## config.mk

```make
export PLATFORM = sky130hd
export DESIGN_NAME = rv_multicycle_ctrl
export DESIGN_NICKNAME = d
export VERILOG_FILES = /design/src/rtl/rv_ctrl_pkg.sv /design/src/rtl/rv_instr_classifier.sv /design/src/rtl/rv_multicycle_ctrl.sv
export SDC_FILE = /design/constraint.sdc
export NUM_CORES = 1
export LEC_CHECK = 0
export BUFFER_PORTS_ARGS = -buffer_cell sky130_fd_sc_hd__buf_2
export CAP_MARGIN = 0
export CORE_AREA = 5 5 71 73
export CTS_CLUSTER_SIZE = 28
export DETAILED_ROUTE_END_ITERATION = 7
export DIE_AREA = 0 0 76 78
export PLACE_DENSITY = 0.72
export REMOVE_ABC_BUFFERS = 1
export SKIP_CTS_REPAIR_TIMING = 1
export SLEW_MARGIN = 10
export SYNTH_ARGS = -nofsm -noshare
export SYNTH_HDL_FRONTEND = slang
export SYNTH_SLANG_ARGS = --single-unit
export TNS_END_PERCENT = 1
```

## constraint.sdc

```tcl
create_clock -name clk -period 2.3 [get_ports clk]
set_input_delay 0.115 -clock clk [delete_from_list [all_inputs] [get_ports clk]]
set_output_delay 0.115 -clock clk [all_outputs]
set_load 0.05 [all_outputs]
```

## src/rtl/rv_ctrl_pkg.sv

```systemverilog
// Shared encodings for the multi-cycle RV32I controller: opcodes, FSM states,
// instruction classes, ALU operation codes and trap causes.
package rv_ctrl_pkg;

  localparam logic [6:0] OPC_OP     = 7'b0110011;
  localparam logic [6:0] OPC_OP_IMM = 7'b0010011;
  localparam logic [6:0] OPC_LOAD   = 7'b0000011;
  localparam logic [6:0] OPC_STORE  = 7'b0100011;
  localparam logic [6:0] OPC_BRANCH = 7'b1100011;
  localparam logic [6:0] OPC_JAL    = 7'b1101111;
  localparam logic [6:0] OPC_JALR   = 7'b1100111;
  localparam logic [6:0] OPC_LUI    = 7'b0110111;
  localparam logic [6:0] OPC_AUIPC  = 7'b0010111;

  localparam logic [6:0] F7_BASE = 7'b0000000;
  localparam logic [6:0] F7_ALT  = 7'b0100000;

  typedef enum logic [2:0] {
    S_FETCH  = 3'd0,
    S_DECODE = 3'd1,
    S_EXEC   = 3'd2,
    S_MEM    = 3'd3,
    S_WB     = 3'd4,
    S_TRAP   = 3'd5
  } state_e;

  typedef enum logic [3:0] {
    CLS_ILLEGAL, CLS_OP, CLS_OP_IMM, CLS_LOAD, CLS_STORE,
    CLS_BRANCH, CLS_JAL, CLS_JALR, CLS_LUI, CLS_AUIPC
  } instr_class_e;

  localparam logic [3:0] ALU_ADD    = 4'd0;
  localparam logic [3:0] ALU_SUB    = 4'd1;
  localparam logic [3:0] ALU_SLL    = 4'd2;
  localparam logic [3:0] ALU_SLT    = 4'd3;
  localparam logic [3:0] ALU_SLTU   = 4'd4;
  localparam logic [3:0] ALU_XOR    = 4'd5;
  localparam logic [3:0] ALU_SRL    = 4'd6;
  localparam logic [3:0] ALU_SRA    = 4'd7;
  localparam logic [3:0] ALU_OR     = 4'd8;
  localparam logic [3:0] ALU_AND    = 4'd9;
  localparam logic [3:0] ALU_PASS_B = 4'd10;

  typedef enum logic [1:0] {
    CAUSE_NONE        = 2'd0,
    CAUSE_ILLEGAL     = 2'd1,
    CAUSE_MEM_TIMEOUT = 2'd2
  } trap_cause_e;

  // Register-register / register-immediate ALU op; alt selects SUB or SRA.
  function automatic logic [3:0] alu_from_funct3(input logic [2:0] f3, input logic alt);
    case (f3)
      3'b000:  return alt ? ALU_SUB : ALU_ADD;
      3'b001:  return ALU_SLL;
      3'b010:  return ALU_SLT;
      3'b011:  return ALU_SLTU;
      3'b100:  return ALU_XOR;
      3'b101:  return alt ? ALU_SRA : ALU_SRL;
      3'b110:  return ALU_OR;
      default: return ALU_AND;
    endcase
  endfunction

endpackage

```

## src/rtl/rv_instr_classifier.sv

```systemverilog
// Combinational decode of a latched instruction into its class, rd-write flag,
// immediate-operand flag and ALU operation.
module rv_instr_classifier
  import rv_ctrl_pkg::*;
#(
  parameter int ALU_OP_W = 4
) (
  input  logic [6:0]          opcode,
  input  logic [2:0]          funct3,
  input  logic [6:0]          funct7,
  output instr_class_e        instr_class,
  output logic                illegal,
  output logic                writes_rd,
  output logic                uses_imm,
  output logic [ALU_OP_W-1:0] alu_op
);

  logic [3:0] alu_code;
  logic       op_f7_ok;
  logic       imm_f7_ok;

  // funct7 only carries SUB/SRA for OP; any other value is not an RV32I encoding.
  assign op_f7_ok = (funct7 == F7_BASE) ||
                    (funct7 == F7_ALT && (funct3 == 3'b000 || funct3 == 3'b101));
  // For OP-IMM the funct7 field is immediate bits, except for the shift forms.
  assign imm_f7_ok = (funct3 == 3'b001) ? (funct7 == F7_BASE) :
                     (funct3 == 3'b101) ? (funct7 == F7_BASE || funct7 == F7_ALT) : 1'b1;

  // Opcode classification and ALU operation selection.
  // NOTE: every output of this block gets a default first so no path infers a latch.
  always_comb begin
    instr_class = CLS_ILLEGAL;
    alu_code    = ALU_ADD;
    case (opcode)
      OPC_OP: begin
        if (op_f7_ok) begin
          instr_class = CLS_OP;
          alu_code    = alu_from_funct3(funct3, funct7[5]);
        end
      end
      OPC_OP_IMM: begin
        if (imm_f7_ok) begin
          instr_class = CLS_OP_IMM;
          alu_code    = alu_from_funct3(funct3, funct3 == 3'b101 && funct7[5]);
        end
      end
      OPC_LOAD:   instr_class = CLS_LOAD;
      OPC_STORE:  instr_class = CLS_STORE;
      OPC_BRANCH: begin
        instr_class = CLS_BRANCH;
        alu_code    = ALU_SUB;
      end
      OPC_JAL:    instr_class = CLS_JAL;
      OPC_JALR:   instr_class = CLS_JALR;
      OPC_LUI: begin
        instr_class = CLS_LUI;
        alu_code    = ALU_PASS_B;
      end
      OPC_AUIPC:  instr_class = CLS_AUIPC;
      default:    instr_class = CLS_ILLEGAL;
    endcase
  end

  assign illegal   = (instr_class == CLS_ILLEGAL);
  assign writes_rd = !(instr_class inside {CLS_ILLEGAL, CLS_STORE, CLS_BRANCH});
  assign uses_imm  = !(instr_class inside {CLS_ILLEGAL, CLS_OP, CLS_BRANCH});
  assign alu_op    = ALU_OP_W'(alu_code);

endmodule

```

## src/rtl/rv_multicycle_ctrl.sv

```systemverilog
// Multi-cycle RV32I control sequencer: latches one instruction, walks it through
// FETCH/DECODE/EXEC/MEM/WB, and traps on illegal opcodes or memory timeouts.
module rv_multicycle_ctrl
  import rv_ctrl_pkg::*;
#(
  parameter int MEM_TIMEOUT     = 16,
  parameter bit TRAP_ON_ILLEGAL = 1'b1,
  parameter int ALU_OP_W        = 4
) (
  input  logic                clk,
  input  logic                rst,
  input  logic                instr_valid,
  output logic                instr_ready,
  input  logic [6:0]          opcode,
  input  logic [2:0]          funct3,
  input  logic [6:0]          funct7,
  input  logic                branch_cond,
  input  logic                mem_ready,
  input  logic                trap_ack,
  output logic                reg_write,
  output logic                mem_read,
  output logic                mem_write,
  output logic                mem_to_reg,
  output logic                imm_select,
  output logic                branch_taken,
  output logic                jump,
  output logic                pc_write,
  output logic [ALU_OP_W-1:0] alu_op,
  output logic                trap,
  output logic [1:0]          trap_cause,
  output logic [2:0]          state_dbg
);

  localparam int CNT_W = (MEM_TIMEOUT > 1) ? $clog2(MEM_TIMEOUT + 1) : 1;
  localparam logic [CNT_W-1:0] CNT_LAST = CNT_W'(MEM_TIMEOUT - 1);

  state_e              state, state_nxt;
  trap_cause_e         cause_q, cause_nxt;
  logic [6:0]          opcode_q, funct7_q;
  logic [2:0]          funct3_q;
  logic [CNT_W-1:0]    cnt_q;
  instr_class_e        instr_class;
  logic                illegal, writes_rd, uses_imm;
  logic [ALU_OP_W-1:0] cls_alu;
  logic                is_load, is_store, timeout_hit, stage_active;

  rv_instr_classifier #(.ALU_OP_W(ALU_OP_W)) u_classifier (
    .opcode      (opcode_q),
    .funct3      (funct3_q),
    .funct7      (funct7_q),
    .instr_class (instr_class),
    .illegal     (illegal),
    .writes_rd   (writes_rd),
    .uses_imm    (uses_imm),
    .alu_op      (cls_alu)
  );

  assign is_load     = (instr_class == CLS_LOAD);
  assign is_store    = (instr_class == CLS_STORE);
  // The cycle that would bring the wait count to MEM_TIMEOUT without mem_ready.
  assign timeout_hit = (MEM_TIMEOUT != 0) && (cnt_q == CNT_LAST) && !mem_ready;

  // State and trap-cause registers.
  // NOTE: sequential state uses non-blocking assignments so every flop samples pre-edge values.
  always_ff @(posedge clk or posedge rst) begin
    if (rst) begin
      state   <= S_FETCH;
      cause_q <= CAUSE_NONE;
    end else begin
      state   <= state_nxt;
      cause_q <= cause_nxt;
    end
  end

  // Instruction latch, loaded on the FETCH handshake.
  // NOTE: the latch is reset so outputs derived from it are defined straight out of reset.
  always_ff @(posedge clk or posedge rst) begin
    if (rst) begin
      opcode_q <= '0;
      funct3_q <= '0;
      funct7_q <= '0;
    end else if (instr_valid && instr_ready) begin
      opcode_q <= opcode;
      funct3_q <= funct3;
      funct7_q <= funct7;
    end
  end

  // MEM wait counter: cleared in EXEC, counts MEM cycles without mem_ready.
  always_ff @(posedge clk or posedge rst) begin
    if (rst) begin
      cnt_q <= '0;
    end else if (state == S_EXEC) begin
      cnt_q <= '0;
    end else if (state == S_MEM && !mem_ready && MEM_TIMEOUT != 0) begin
      cnt_q <= cnt_q + CNT_W'(1);
    end
  end

  // Next-state logic and per-state datapath strobes.
  always_comb begin
    state_nxt    = state;
    cause_nxt    = cause_q;
    instr_ready  = 1'b0;
    reg_write    = 1'b0;
    mem_read     = 1'b0;
    mem_write    = 1'b0;
    mem_to_reg   = 1'b0;
    branch_taken = 1'b0;
    jump         = 1'b0;
    pc_write     = 1'b0;
    trap         = 1'b0;
    case (state)
      S_FETCH: begin
        instr_ready = 1'b1;
        if (instr_valid) state_nxt = S_DECODE;
      end
      S_DECODE: begin
        if (!illegal) begin
          state_nxt = S_EXEC;
        end else if (TRAP_ON_ILLEGAL) begin
          state_nxt = S_TRAP;
          cause_nxt = CAUSE_ILLEGAL;
        end else begin
          pc_write  = 1'b1;
          state_nxt = S_FETCH;
        end
      end
      S_EXEC: begin
        case (instr_class)
          CLS_LOAD, CLS_STORE: state_nxt = S_MEM;
          CLS_BRANCH: begin
            branch_taken = branch_cond;
            pc_write     = 1'b1;
            state_nxt    = S_FETCH;
          end
          default: state_nxt = S_WB;
        endcase
      end
      S_MEM: begin
        mem_read  = is_load;
        mem_write = is_store;
        if (mem_ready) begin
          if (is_load) begin
            state_nxt = S_WB;
          end else begin
            pc_write  = 1'b1;
            state_nxt = S_FETCH;
          end
        end else if (timeout_hit) begin
          state_nxt = S_TRAP;
          cause_nxt = CAUSE_MEM_TIMEOUT;
        end
      end
      S_WB: begin
        reg_write  = writes_rd;
        mem_to_reg = is_load;
        jump       = (instr_class == CLS_JAL) || (instr_class == CLS_JALR);
        pc_write   = 1'b1;
        state_nxt  = S_FETCH;
      end
      S_TRAP: begin
        trap = 1'b1;
        if (trap_ack) begin
          state_nxt = S_FETCH;
          cause_nxt = CAUSE_NONE;
        end
      end
      default: state_nxt = S_FETCH;
    endcase
  end

  assign stage_active = (state == S_DECODE) || (state == S_EXEC) ||
                        (state == S_MEM)    || (state == S_WB);
  assign alu_op     = stage_active ? cls_alu : '0;
  assign imm_select = stage_active && uses_imm;
  assign trap_cause = cause_q;
  assign state_dbg  = state;

endmodule

```

# Yosys cells after proc, flatten, opt, wreduce, memory -nomap -nowiden
# Index checks and enable logic that the tools add are counted.
# W data, S select, Z words.
[op_classes]
add_sub_neg = 1
n_eq_ne = 34
muxes = 43
reduce_logical = 27
[ops]
columns = ["cell", "n"]
rows = [
  ["$pmux W4 S7", 2],
  ["$pmux W4 S9", 1],
  ["$eq A7 B6 Y1 const B", 4],
  ["$eq A7 B7 Y1 const B", 3],
  ["$mux W1", 19],
  ["$mux W3", 6],
  ["$eq A4 B3 Y1 const B", 4],
  ["$pmux W4 S4", 1],
  ["$eq A3 B3 Y1 const B", 5],
  ["$pmux W3 S5", 1],
  ["$eq A7 B5 Y1 const B", 2],
  ["$eq A3 B2 Y1 const B", 4],
  ["$mux W4", 3],
  ["$mux W2", 5],
  ["$mux W5", 2],
  ["$ne A2 B2 Y1 const B", 5],
  ["$reduce_bool A3 Y1", 3],
  ["$eq A7 B2 Y1 const B", 1],
  ["$logic_not A7 Y1", 1],
  ["$logic_or A1 B1 Y1", 7],
  ["$eq A3 B1 Y1 const B", 2],
  ["$logic_and A1 B1 Y1", 6],
  ["$logic_not A3 Y1", 2],
  ["$pmux W2 S3", 1],
  ["13 further kinds", 15],
]
[word_totals]
regBits = 27
in_bits = 23
output_inout_bits = 19
elab_cells = 111

# Longest topological paths before layout
# Gate-level depths: netlist of the first run.
[logic_depth]
word_depth = 10
depth_mapped = 7
depth_no_buf = 7

# Hierarchy
# From an unflattened synthesis of the first run, not the netlist that was laid out.
[unflattened]
cells_unflattened = 199
area_unflattened_um2 = 1979.4
[by_module_without_submodules]
columns = ["mod", "n_inst", "cells_per_inst", "area_per_inst_um2", "seq_area_each_um2"]
rows = [
  ["rv_multicycle_ctrl", 1, 144, 1597.8, 675.6],
  ["rv_instr_classifier", 1, 55, 381.6, 0.0],
]

# Worst setup path after synthesis of the first run
# Ideal clock, no wire load.
[synth_path]
kind = "register -> register"
start = "register state[2], in the netlist state_dbg[2]"
end = "register funct3_q[0]"
setup_time_ns = 0.125
t_arrival_ns = 2.864
required_time_ns = 2.175
path_slack_ns = -0.689
path_stages_with_launch = 7
n_path_buf = 3
period_less_slack_ns = 2.989
path_cell_list = "dfrtp_1 -> clkbuf_1 -> nor3_1 -> and2_1 -> buf_2 -> buf_2 -> mux2_2"
[synth_via]
elab_chain_len = 3
[synth_lines]
columns = ["element", "line_no", "text"]
rows = [
  ["start, declared", "rv_multicycle_ctrl.sv:37", "state_e state, state_nxt;"],
  ["start signal, assigned", "rv_multicycle_ctrl.sv:70", "state <= state_nxt;"],
  ["$logic_not A3 Y1", "rv_multicycle_ctrl.sv:113", "case (state)"],
  ["$mux W1", "rv_multicycle_ctrl.sv:113", ""],
  ["via instr_ready", "rv_multicycle_ctrl.sv:13", "output logic instr_ready,"],
  ["$logic_and A1 B1 Y1", "rv_multicycle_ctrl.sv:82", "end else if (instr_valid && instr_ready) begin"],
  ["end signal, assigned", "rv_multicycle_ctrl.sv:84", "funct3_q <= funct3;"],
  ["end, declared", "rv_multicycle_ctrl.sv:40", "logic [2:0] funct3_q;"],
]
# The timed path passes the listed nets, and every way through them passes these cells.
# A chain may end at the register's enable or synchronous reset.

# Worst setup path after layout of the first run
[layout_path]
start = "register opcode_q[6]"
end = "output alu_op[3]"
[layout_via]
elab_chain_len = 3
elab_cells_between_ends = 6
[layout_lines]
columns = ["element", "line_no", "text"]
rows = [
  ["start, declared", "rv_multicycle_ctrl.sv:39", "logic [6:0] opcode_q, funct7_q;"],
  ["start signal, assigned", "rv_multicycle_ctrl.sv:83", "opcode_q <= opcode;"],
  ["$eq A7 B6 Y1 (tied with other cells)", "rv_instr_classifier.sv:34", "case (opcode)"],
  ["$pmux W4 S4 (*)", "rv_instr_classifier.sv:34", ""],
  ["$mux W4 (*)", "rv_multicycle_ctrl.sv:175", "assign alu_op = stage_active ? cls_alu : '0;"],
  ["end, declared", "rv_multicycle_ctrl.sv:28", "output logic [ALU_OP_W-1:0] alu_op,"],
]
# Mark *: on every way between the ends. The rest lies on a longest branch, timed or not.

==> results of run 1 <==
-- placed cells by master, fill, tap and decap left out, types with 3 or more instances in the layout --
cell type   n
a21oi_1     4
a22o_1      4
and3_1      3
buf_2      36
buf_4      10
buf_6       4
clkbuf_8    3
dfrtp_1    22
dfrtp_2     5
inv_1       4
mux2_2     17
nand2_1    22
nand2b_1   10
nand3_1     4
nand3b_1    3
nor2_1     12
nor2b_1     8
nor3_1      7
nor3b_1     4
o21a_1      3
o21ai_0    10
o31ai_1     3
-- power by group --
group / leakage (nW) / switching [mW] / internal, mW / total (mW)
combinational: 0.614 / 0.836 / 0.632 / 1.47
sequential: 0.306 / 0.260 / 0.692 / 0.952
clock: 0.0261 / 0.169 / 0.128 / 0.296
-- per-layer routing --
layer | GRT usage, % | part of all wire, % | vias up
li1 | - | - | 800
met2 | 21.9 | 45 | 38
met1 | 20.9 | 48 | 770
met5 | 0 | 0 | -
met3 | 2.89 | 4.8 | 5
met4 | 6.05 | 1.7 | 0
-- sequential cells by signal (all words and copies together), names as in the netlist --
| name | count |
|---|---|
| funct7_q | 7 |
| funct3_q | 3 |
| opcode_q | 7 |
| state_dbg | 3 |
| trap_cause | 2 |
| cnt_q | 5 |
-- metrics by stage --
| step | total power, mW | hold slack (ns) |
|---|---|---|
| finish | 2.72 | 0.0261 |
| floorplan | 1.96 | 0.168 |
| global route | 2.94 | 0.0356 |
| detailed placement | 2.36 | 0.199 |
| global placement | 2.32 | 0.199 |
| CTS | 2.66 | -0.116 |
-- logic make-up after synthesis --
group                    Yosys count  synth area share [%]
XOR/XNOR                           2                 0.990
flip-flops                        27                  38.2
AND/OR/NAND/NOR                   88                  27.4
AO/OA/AOI/OAI                     45                  17.4
multiplexers                      17                  10.8
adder cells (fa/ha/maj)            2                  1.41
buffers and inverters             17                  3.82
-- critical path, stage by stage (launching register included) --
cell,delay (ns)
dfrtp_2,0.46
or3b_4,0.42
and4bb_1,0.28
a22oi_1,0.11
or2_4,0.31
o21ai_4,0.16
buf_6,0.17
-- cell type report --
| type | instances | area [um^2] |
|---|---|---|
| fill | 407 | 2100 |
| multi-input combinational | 154 | 1070 |
| clock inverter | 1 | 8.76 |
| clock buffer | 3 | 41.3 |
| inverter | 4 | 15.0 |
| timing repair buffer | 51 | 310 |
| sequential | 27 | 682 |
| tap | 52 | 65.1 |
-- worst max-delay path by stage --
stage | startpoint | endpoint | slack [ns] | cells past startpoint
floorplan | state_dbg[0] | funct3_q[0] | -0.84 | 3
global route | opcode_q[4] | alu_op[1] | -0.1 | 6
CTS | opcode_q[6] | reg_write | -0.19 | 6
global placement | opcode_q[6] | reg_write | 0.21 | 6
finish | opcode_q[6] | alu_op[3] | -0.009 | 6
detailed placement | opcode_q[4] | alu_op[3] | 0.19 | 6
==> reports/metrics.yaml, run 1 <==
die:
  start_util_pct: 41.2
  coreArea_um2: 4290
  die_x_um: 76
  dieArea_um2: 5930
  pin_count: 42
  fp.dieH_um: 78
  rows: 24
global_routing:
  antenna_found_initial: 0
  grt_pass1_wl_um: 7310
  grt_pass1_vias: 1508
  grt_max_degree: 28
  grt_overflow: 0
  grt_usage_pct: 14.8
clock_network:
  cts_root_buffer: "clkbuf_8"
  numCtsBuffers: 3
  h-tree-depth: 1
  clk_latency_ns: 0.28
  cts.path.max_buffers: 2
  clock-sinks: 27
  path_clk_slew_ns: 0.10
  cts_tree: "yes"
worst_hold_path:
  worstHoldEndpoint: "opcode_q[2]"
  hp-start: "opcode[2]"
  hold_path.class: "in -> reg"
  min_path_cells: 3
detailed_routing:
  post_drt_wl_per_cell_um: 14.8
  drt-initial-drc-count: 123
  drc: 0
  via_per_inst: 5.52
  route.vias.total: 1613
  wirelength_um: 4310
  ant_nets: 0
  firstDrtPassIters: 4
synthesis:
  ys_warn_count: 0
  synth_edf_count: 0
  synth-seq-cells: 27
  synth_top_area_share_pct: 38.2
  synthCells: 198
  synth_area_per_cell_um2: 8.94
  netlist.top_cell.by_area: "dfrtp_1"
  synthTopCellsByCount: "27 x dfrtp_1, 22 x nand2_1, 17 x mux2_2"
  synthMostInstantiatedCell: "dfrtp_1"
  yosysUniqueCellTypes: 46
  synth-seq-area-share_pct: 38.2
  netlist_area_um2: 1770
  async_reset_ff_share_pct: 100
  synthFlopType: "dfrtp_1"
  ys_top_cells_by_area: "dfrtp_1 38%, mux2_2 11%, nand2_1 4.7%, nand2b_1 3.5%, nor2b_1 2.8%"
cells_and_area:
  fin_cells: 292
  final_core_util_pct: 51.0
  post-route-cell-area_um2: 2190
  diodes: 0
  drive_above_1_share_pct: 36.7
  synthToLayoutAreaGrowth_pct: 23.8
  nets: 266
sta:
  skew_ns: 0.00234
  fin_crit_ns: 2.31
  rsz0062_at_grt: "true"
  hold_viol: 0
  timing.setup.tns_ns: -0.00869
  relSlewSlack_pct: 71.7
  fmax_mhz: 433
  setup_ws_ns: -0.00869
  worstMarginPinSlew_ns: 0.420
  finalSetupViolations: 1
  fin_crit_sh_pct: 100
  final_max_slew_viol_count: 0
placed_design:
  dp_hpwl_um: 3220
  dp.cells: 286
  placed_area_um2: 2050
  io_buffers: 41
  place_congestion: 0.858
  dp_slack_ns: 0.194
setup_path:
  required_ns: 2.18
  r2r_cells: 7
  cp-start-kind: "register"
  endpoint_kind: "primary output"
  cp.arrival_ns: 2.19
  worstReg2RegEnd: "state_dbg[2]"
  path_class: "reg -> out"
  regToRegSetupSlack_ns: 0.31
  rr_startpoint: "cnt_q[0]"
  worstPathMaxFanout: 8
status:
  status: "finished, violations left"
  violations: "setup timing"
pwr:
  p_leak_nw: 0.946
  p_per_area_nw_per_um2: 1240
  vdd_drop_max_v: 0.000652
run:
  cap_violations: 0
Power figures use the tool's default switching activity.
==> run 2: changes to the inputs <==
- ABC_AREA: unset -> 1
- CORE_AREA: 5 5 71 73 -> 5 5 69 71
- DIE_AREA: 0 0 76 78 -> 0 0 74 76
- PLACE_DENSITY: 0.72 -> 0.73
- SETUP_SLACK_MARGIN: unset -> 0.2
==> run 2 against run 1 <==
  * The run now ends clean
  * Synthesized cell count up 12%
  * Global-route usage down 0.52 points
  * Cell count up 10%
  * Wire length decreased by 11%
  * Die area fell by 5.1%
  * Clock power fell by 4%
  * Utilization is 1.9 points lower
  * Combinational power shrank 14%
  * Highest routed layer unchanged
==> reports/metrics.yaml, run 2 <==
detailed_routing:
  drt-initial-drc-count: 84  # -32%
  post_drt_wl_per_cell_um: 11.9  # -19%
  via_per_inst: 4.88  # -12%
  wl_met2_um: 1910  # -2.5%
  drt-met1-wl_um: 1730  # -16%
  wl_met3_um: 135  # -34%
  drc: 0  # unchanged
  firstDrtPassIters: 4  # unchanged
  ant_nets: 0  # unchanged
  route.vias.total: 1572  # -2.5%
  highest_layer: "met4"
  wirelength_um: 3830  # -11%
global_routing:
  grt_usage_pct: 14.3  # -0.52 points
  grt_overflow: 0  # unchanged
  antenna_found_initial: 0  # unchanged
  grt_pass1_wl_um: 6440  # -12%
  grt_pass1_vias: 1470  # -2.5%
  grt_max_degree: 28  # unchanged
synthesis:
  synth-seq-cells: 27  # unchanged
  synthMostInstantiatedCell: "nand2_1"
  synth_area_per_cell_um2: 7.49  # -16%
  synthCells: 222  # +12%
  netlist.top_cell.by_area: "dfrtp_1"
  async_reset_ff_share_pct: 100  # unchanged
  netlist_area_um2: 1660  # -6.1%
  yosysUniqueCellTypes: 30  # -35%
  synth_top_area_share_pct: 40.6  # +2.5 points
  synth-seq-area-share_pct: 40.6  # +2.5 points
  synthTopCellsByCount: "44 x nand2_1, 42 x nor2_1, 28 x inv_1"
  ys_warn_count: 0  # unchanged
  synthFlopType: "dfrtp_1"
  synth_edf_count: 0  # unchanged
  ys_top_cells_by_area: "dfrtp_1 41%, nand2_1 9.9%, nor2_1 9.5%, inv_1 6.3%, mux2_2 4.1%"
setup_path:
  cp-start-kind: "register"
  cp.arrival_ns: 1.92  # -0.27 ns
  worstPathMaxFanout: 3  # -5
  cpPeakStageDelay_ns: 0.37  # -0.09 ns
  required_ns: 2.18  # about the same
  path_delay_family: "simple AND/OR/NAND/NOR gates"
  crit_path_cell_trace: "nand2_2 > nor3_4 > nand2_1 > nor2_1 > nand2_1 > nand2_2 > nand3_2 > a31oi_1 > buf_4"
  critical_path.slowest_cell: "dfrtp_1"
  path_buf_inv: 1  # unchanged
  endpoint_kind: "primary output"
  path_class: "reg -> out"
sta:
  final_max_slew_viol_count: 0  # unchanged
  worstMarginPinSlew_ns: 0.488  # +0.0678 ns
  skew_ns: 0.00230  # -0.0000398 ns
  fin_crit_sh_pct: 88.4  # -12 points
  fin_crit_ns: 2.03  # -0.276 ns
  hold_viol: 0  # unchanged
  rsz0062_at_grt: "true"
  relSlewSlack_pct: 67.4  # -4.3 points
  timing.setup.tns_ns: 0  # +0.00869 ns
  fmax_mhz: 492  # +14%
  finalSetupViolations: 0  # -1
cells_and_area:
  final_common_cell: "nand2_1"
  synthToLayoutAreaGrowth_pct: 23.5
  diodes: 0  # unchanged
  final_core_util_pct: 49.2  # -1.9 points
  top_regs: "funct7_q x7, opcode_q x7, cnt_q x5"
  drive_above_1_share_pct: 31.9  # -4.8 points
  nets: 296  # +11%
  final_cell_mix: "41 x nand2_1, 40 x nor2_1, 36 x buf_2"
run:
  cap_violations: 0  # unchanged
clock_network:
  clk_latency_ns: 0.28  # about the same
  h-tree-depth: 1  # unchanged
  path_clk_slew_ns: 0.10  # about the same
  cts_tree: "yes"
  clock-sinks: 27  # unchanged
  cts.path.max_buffers: 2  # unchanged
  cts_root_buffer: "clkbuf_8"
  numCtsBuffers: 3  # unchanged
pwr:
  vdd_drop_max_v: 0.000467  # -28%
  p_leak_nw: 1.07  # +13%
  p_per_area_nw_per_um2: 1170  # -5.2%
placed_design:
  place_congestion: 0.818  # -4.7%
  io_buffers: 41  # unchanged
  dp_hpwl_um: 2950  # -8.5%
die:
  start_util_pct: 39.8  # -1.4 points
  dieArea_um2: 5620  # -5.1%
  coreArea_um2: 4170  # -2.8%
  fp.dieH_um: 76  # -2.6%
  pin_count: 42  # unchanged
  die_x_um: 74  # -2.6%
  rows: 24  # unchanged
worst_hold_path:
  hold_path.class: "in -> reg"
status:
  status: "completed"
run 2: cell type report:
class	count	area [um^2]
clock buffers	3	41.3
clock inverters	1	7.51
fillers	427	2120
inverters	35	135
multi-input cells	158	866
flip-flops and latches	27	677
well taps	52	65.1
repair buffers	46	262
run 2: path summary, 6_finish.rpt:
| path | from | to | slack (ns) | cells after the start |
|---|---|---|---|---|
| max | opcode_q[1] | alu_op[2] | 0.27 | 9 |
| min | funct7[1] | funct7_q[1] | 0.04 | 2 |
| max reg2reg | state_dbg[1] | funct7_q[6] | 0.66 | 5 |
| min reg2reg | trap_cause[1] | trap_cause[1] | 0.48 | 2 |
| max in group asynchronous | rst | funct3_q[1] | 1.58 | 4 |
| min in group asynchronous | rst | cnt_q[1] | 0.43 | 4 |
run 2: stage by stage:
stage / hold WS (ns) / setup slack, ns / total power, mW / cell area [um^2] / std cells
after floorplan: 0.168 / 0.0265 / 1.81 / 1650 / 220
after global placement: 0.193 / 0.538 / 2.05 / 1940 / 315
after detailed placement: 0.203 / 0.513 / 2.09 / 1940 / 315
after CTS: -0.104 / 0.194 / 2.37 / 1990 / 319
after global routing: 0.0373 / 0.138 / 2.60 / 2050 / 322
final: 0.0434 / 0.267 / 2.41 / 2050 / 322
run 2: metal layers:
layer / vias to the layer above / track usage [%]
met5: - / 0
met4: 0 / 4.89
met3: 4 / 3.03
met2: 37 / 23.4
met1: 735 / 18.2
li1: 796 / -
run 2: report_power, final:
group          switching (mW)  total (mW)  internal (mW)
logic                   0.847        1.26          0.417
registers               0.178       0.861          0.684
clock network           0.162       0.285          0.123
run 2: worst register-to-register path, cell delays in order (launching register included):
cell,delay [ns]
dfrtp_1,0.42
nor2_1,0.15
inv_1,0.10
nor2_4,0.13
nand2_2,0.30
mux2_1,0.43
run 2: kinds of logic (layout without fill, tap and decap cells):
logic type / after synthesis / count (layout) / synth area share (%)
mux: 9 / 9 / 6.09
fa+ha+maj: 2 / 2 / 1.50
compound gates: 28 / 28 / 10.0
buf+inv: 37 / 85 / 8.65
simple gates: 119 / 119 / 33.1
flops: 27 / 27 / 40.6
==> run 3: changes to the inputs <==
- CORE_AREA: 5 5 69 71 -> 5 5 78 62
- DIE_AREA: 0 0 74 76 -> 0 0 83 67
- PLACE_DENSITY: 0.73 -> 0.74
==> run 3 against run 2 <==
  * Hold slack got worse by 0.012 ns
  * Combinational power increased by 6%
  * Largest cell class unchanged
  * Clock skew increased by 0.0058 ns
  * Critical path type unchanged
  * Critical endpoint is now alu_op[1]
==> reports/metrics.yaml, run 3 (synthesis results as in run 2) <==
worst_hold_path:
  hp-start: "funct7[6]"
  hold_path.class: "in -> reg"
  worstHoldEndpoint: "funct7_q[6]"
  min_path_cells: 2  # unchanged
setup_path:
  cpPeakStageDelay_ns: 0.37  # about the same
  cp-start-kind: "register"
  rr_startpoint: "opcode_q[0]"
  path_class: "reg -> out"
  endpoint_kind: "primary output"
  cp.arrival_ns: 1.93  # about the same
  worstPathMaxFanout: 3  # unchanged
  r2r_cells: 14  # +9
  crit_top_cell: "nand2_2"
  worstSetupStartpoint: "opcode_q[0]"
  critical_path.slowest_cell: "dfrtp_1"
  worstReg2RegEnd: "state_dbg[0]"
  required_ns: 2.18  # about the same
  regToRegSetupSlack_ns: 0.45  # -0.21 ns
  crit_path_cell_trace: "nand2_2 > nor3_4 > buf_4 > nand2_2 > o211ai_1 > nand3_2 > o21ai_1 > buf_2"
pwr:
  p_per_area_nw_per_um2: 1180  # +0.77%
  p_leak_nw: 1.10  # +2.8%
  vdd_drop_max_v: 0.000629  # +35%
run:
  cap_violations: 0  # unchanged
sta:
  fin_crit_ns: 2.04  # +0.00964 ns
  timing.setup.tns_ns: 0  # unchanged
  fmax_mhz: 490  # -0.47%
  finalSetupViolations: 0  # unchanged
  final_max_slew_viol_count: 0  # unchanged
  skew_ns: 0.00813  # +0.00583 ns
  relSlewSlack_pct: 67.7  # +0.38 points
  rsz0062_at_grt: "true"
  fin_crit_sh_pct: 88.8  # +0.42 points
  setup_ws_ns: 0.257  # -0.00964 ns
  hold_viol: 0  # unchanged
  worstMarginPinSlew_ns: 0.482  # -0.00562 ns
detailed_routing:
  drc: 0  # unchanged
  wirelength_um: 3840  # +0.29%
  via_per_inst: 4.80  # -1.7%
  drt-initial-drc-count: 76  # -9.5%
  route.vias.total: 1584  # +0.76%
  ant_nets: 0  # unchanged
  firstDrtPassIters: 4  # unchanged
  post_drt_wl_per_cell_um: 11.6  # -2.1%
placed_design:
  io_buffers: 41  # unchanged
  dp_slack_ns: 0.507  # -0.00616 ns
  dp_hpwl_um: 2920  # -1.0%
  place_congestion: 0.791  # -3.2%
clock_network:
  h-tree-depth: 1  # unchanged
  clk_latency_ns: 0.29  # about the same
  path_clk_slew_ns: 0.11  # about the same
  clock-sinks: 27  # unchanged
  numCtsBuffers: 3  # unchanged
  cts_tree: "yes"
  cts.path.max_buffers: 2  # unchanged
  cts_root_buffer: "clkbuf_8"
cells_and_area:
  final_common_cell: "nand2_1"
  synthToLayoutAreaGrowth_pct: 27.6
  diodes: 0  # unchanged
  fillers: 411  # -3.7%
  nets: 301  # +1.7%
  drive_above_1_share_pct: 36.0  # +4.1 points
  top_regs: "funct7_q x7, opcode_q x7, cnt_q x5"
  final_cell_mix: "37 x nand2_1, 36 x nor2_1, 35 x buf_2"
die:
  dieArea_um2: 5560  # -1.1%
  coreArea_um2: 3950  # -5.3%
  start_util_pct: 42.1  # +2.2 points
  pin_count: 42  # unchanged
  fp.dieH_um: 67  # -12%
  die_x_um: 83  # +12%
  rows: 20  # -17%
global_routing:
  grt_max_degree: 28  # unchanged
  grt_usage_pct: 13.6  # -0.70 points
  grt_overflow: 0  # unchanged
  antenna_found_initial: 0  # unchanged
  grt_pass1_wl_um: 6110  # -5.0%
  grt_pass1_vias: 1425  # -3.1%
status:
  status: "completed"
## run 3: cell type report
type                            count  area, um^2  area share (%)
Timing Repair Buffer               51         305            14.4
Clock buffer                        3        41.3            1.95
Multi-Input combinational cell    158         886            41.7
Tap cell                           55        68.8            3.24
Inverter                           35         135            6.37
Clock inverter                      1        8.76           0.413
Sequential cell                    27         677            31.9
## run 3: worst max-delay path: cells and delay by family, from the launching register on
kind                   cells  cell delay, ns
AOI/OAI and AO/OA          2            0.31
buffers and inverters      2            0.43
DFF                        1            0.37
and+or+nand+nor            4            0.52
## run 3: through the flow
step | power (mW) | hold WS (ns) | std cells | cell area [um^2] | util [%]
finish | 2.51 | 0.0313 | 330 | 2120 | 53.7
global route | 2.71 | 0.0318 | 330 | 2120 | 53.7
CTS | 2.38 | -0.118 | 322 | 1990 | 50.4
detailed placement | 2.08 | 0.197 | 318 | 1940 | 49.1
global placement | 2.05 | 0.190 | 318 | 1940 | 49.1
floorplan | 1.81 | 0.168 | 220 | 1650 | -
## run 3: how the worst max path moves through the flow
| stage | endpoint | slack [ns] | cells past startpoint |
|---|---|---|---|
| 6_report | alu_op[1] | 0.26 | 8 |
| 2_1_floorplan | alu_op[2] | 0.03 | 6 |
| 3_3_place_gp | alu_op[2] | 0.56 | 8 |
| 4_1_cts | alu_op[2] | 0.18 | 9 |
| 3_5_place_dp | alu_op[2] | 0.51 | 9 |
| 5_1_grt | alu_op[2] | 0.14 | 7 |
## run 3: metal layers
metal  up-vias  track usage [%]  part of all wire (%)
li1        818                -                     -
met1       716             16.9                    46
met2        45             22.7                    46
met3         5             3.34                   5.8
met4         0             5.51                   1.7
met5         -                0                     0
## run 3: power by group
group / internal, mW / switching [mW] / total, mW
clock network: 0.128 / 0.168 / 0.296
logic: 0.474 / 0.870 / 1.34
registers: 0.684 / 0.186 / 0.870
total: 1.29 / 1.22 / 2.51
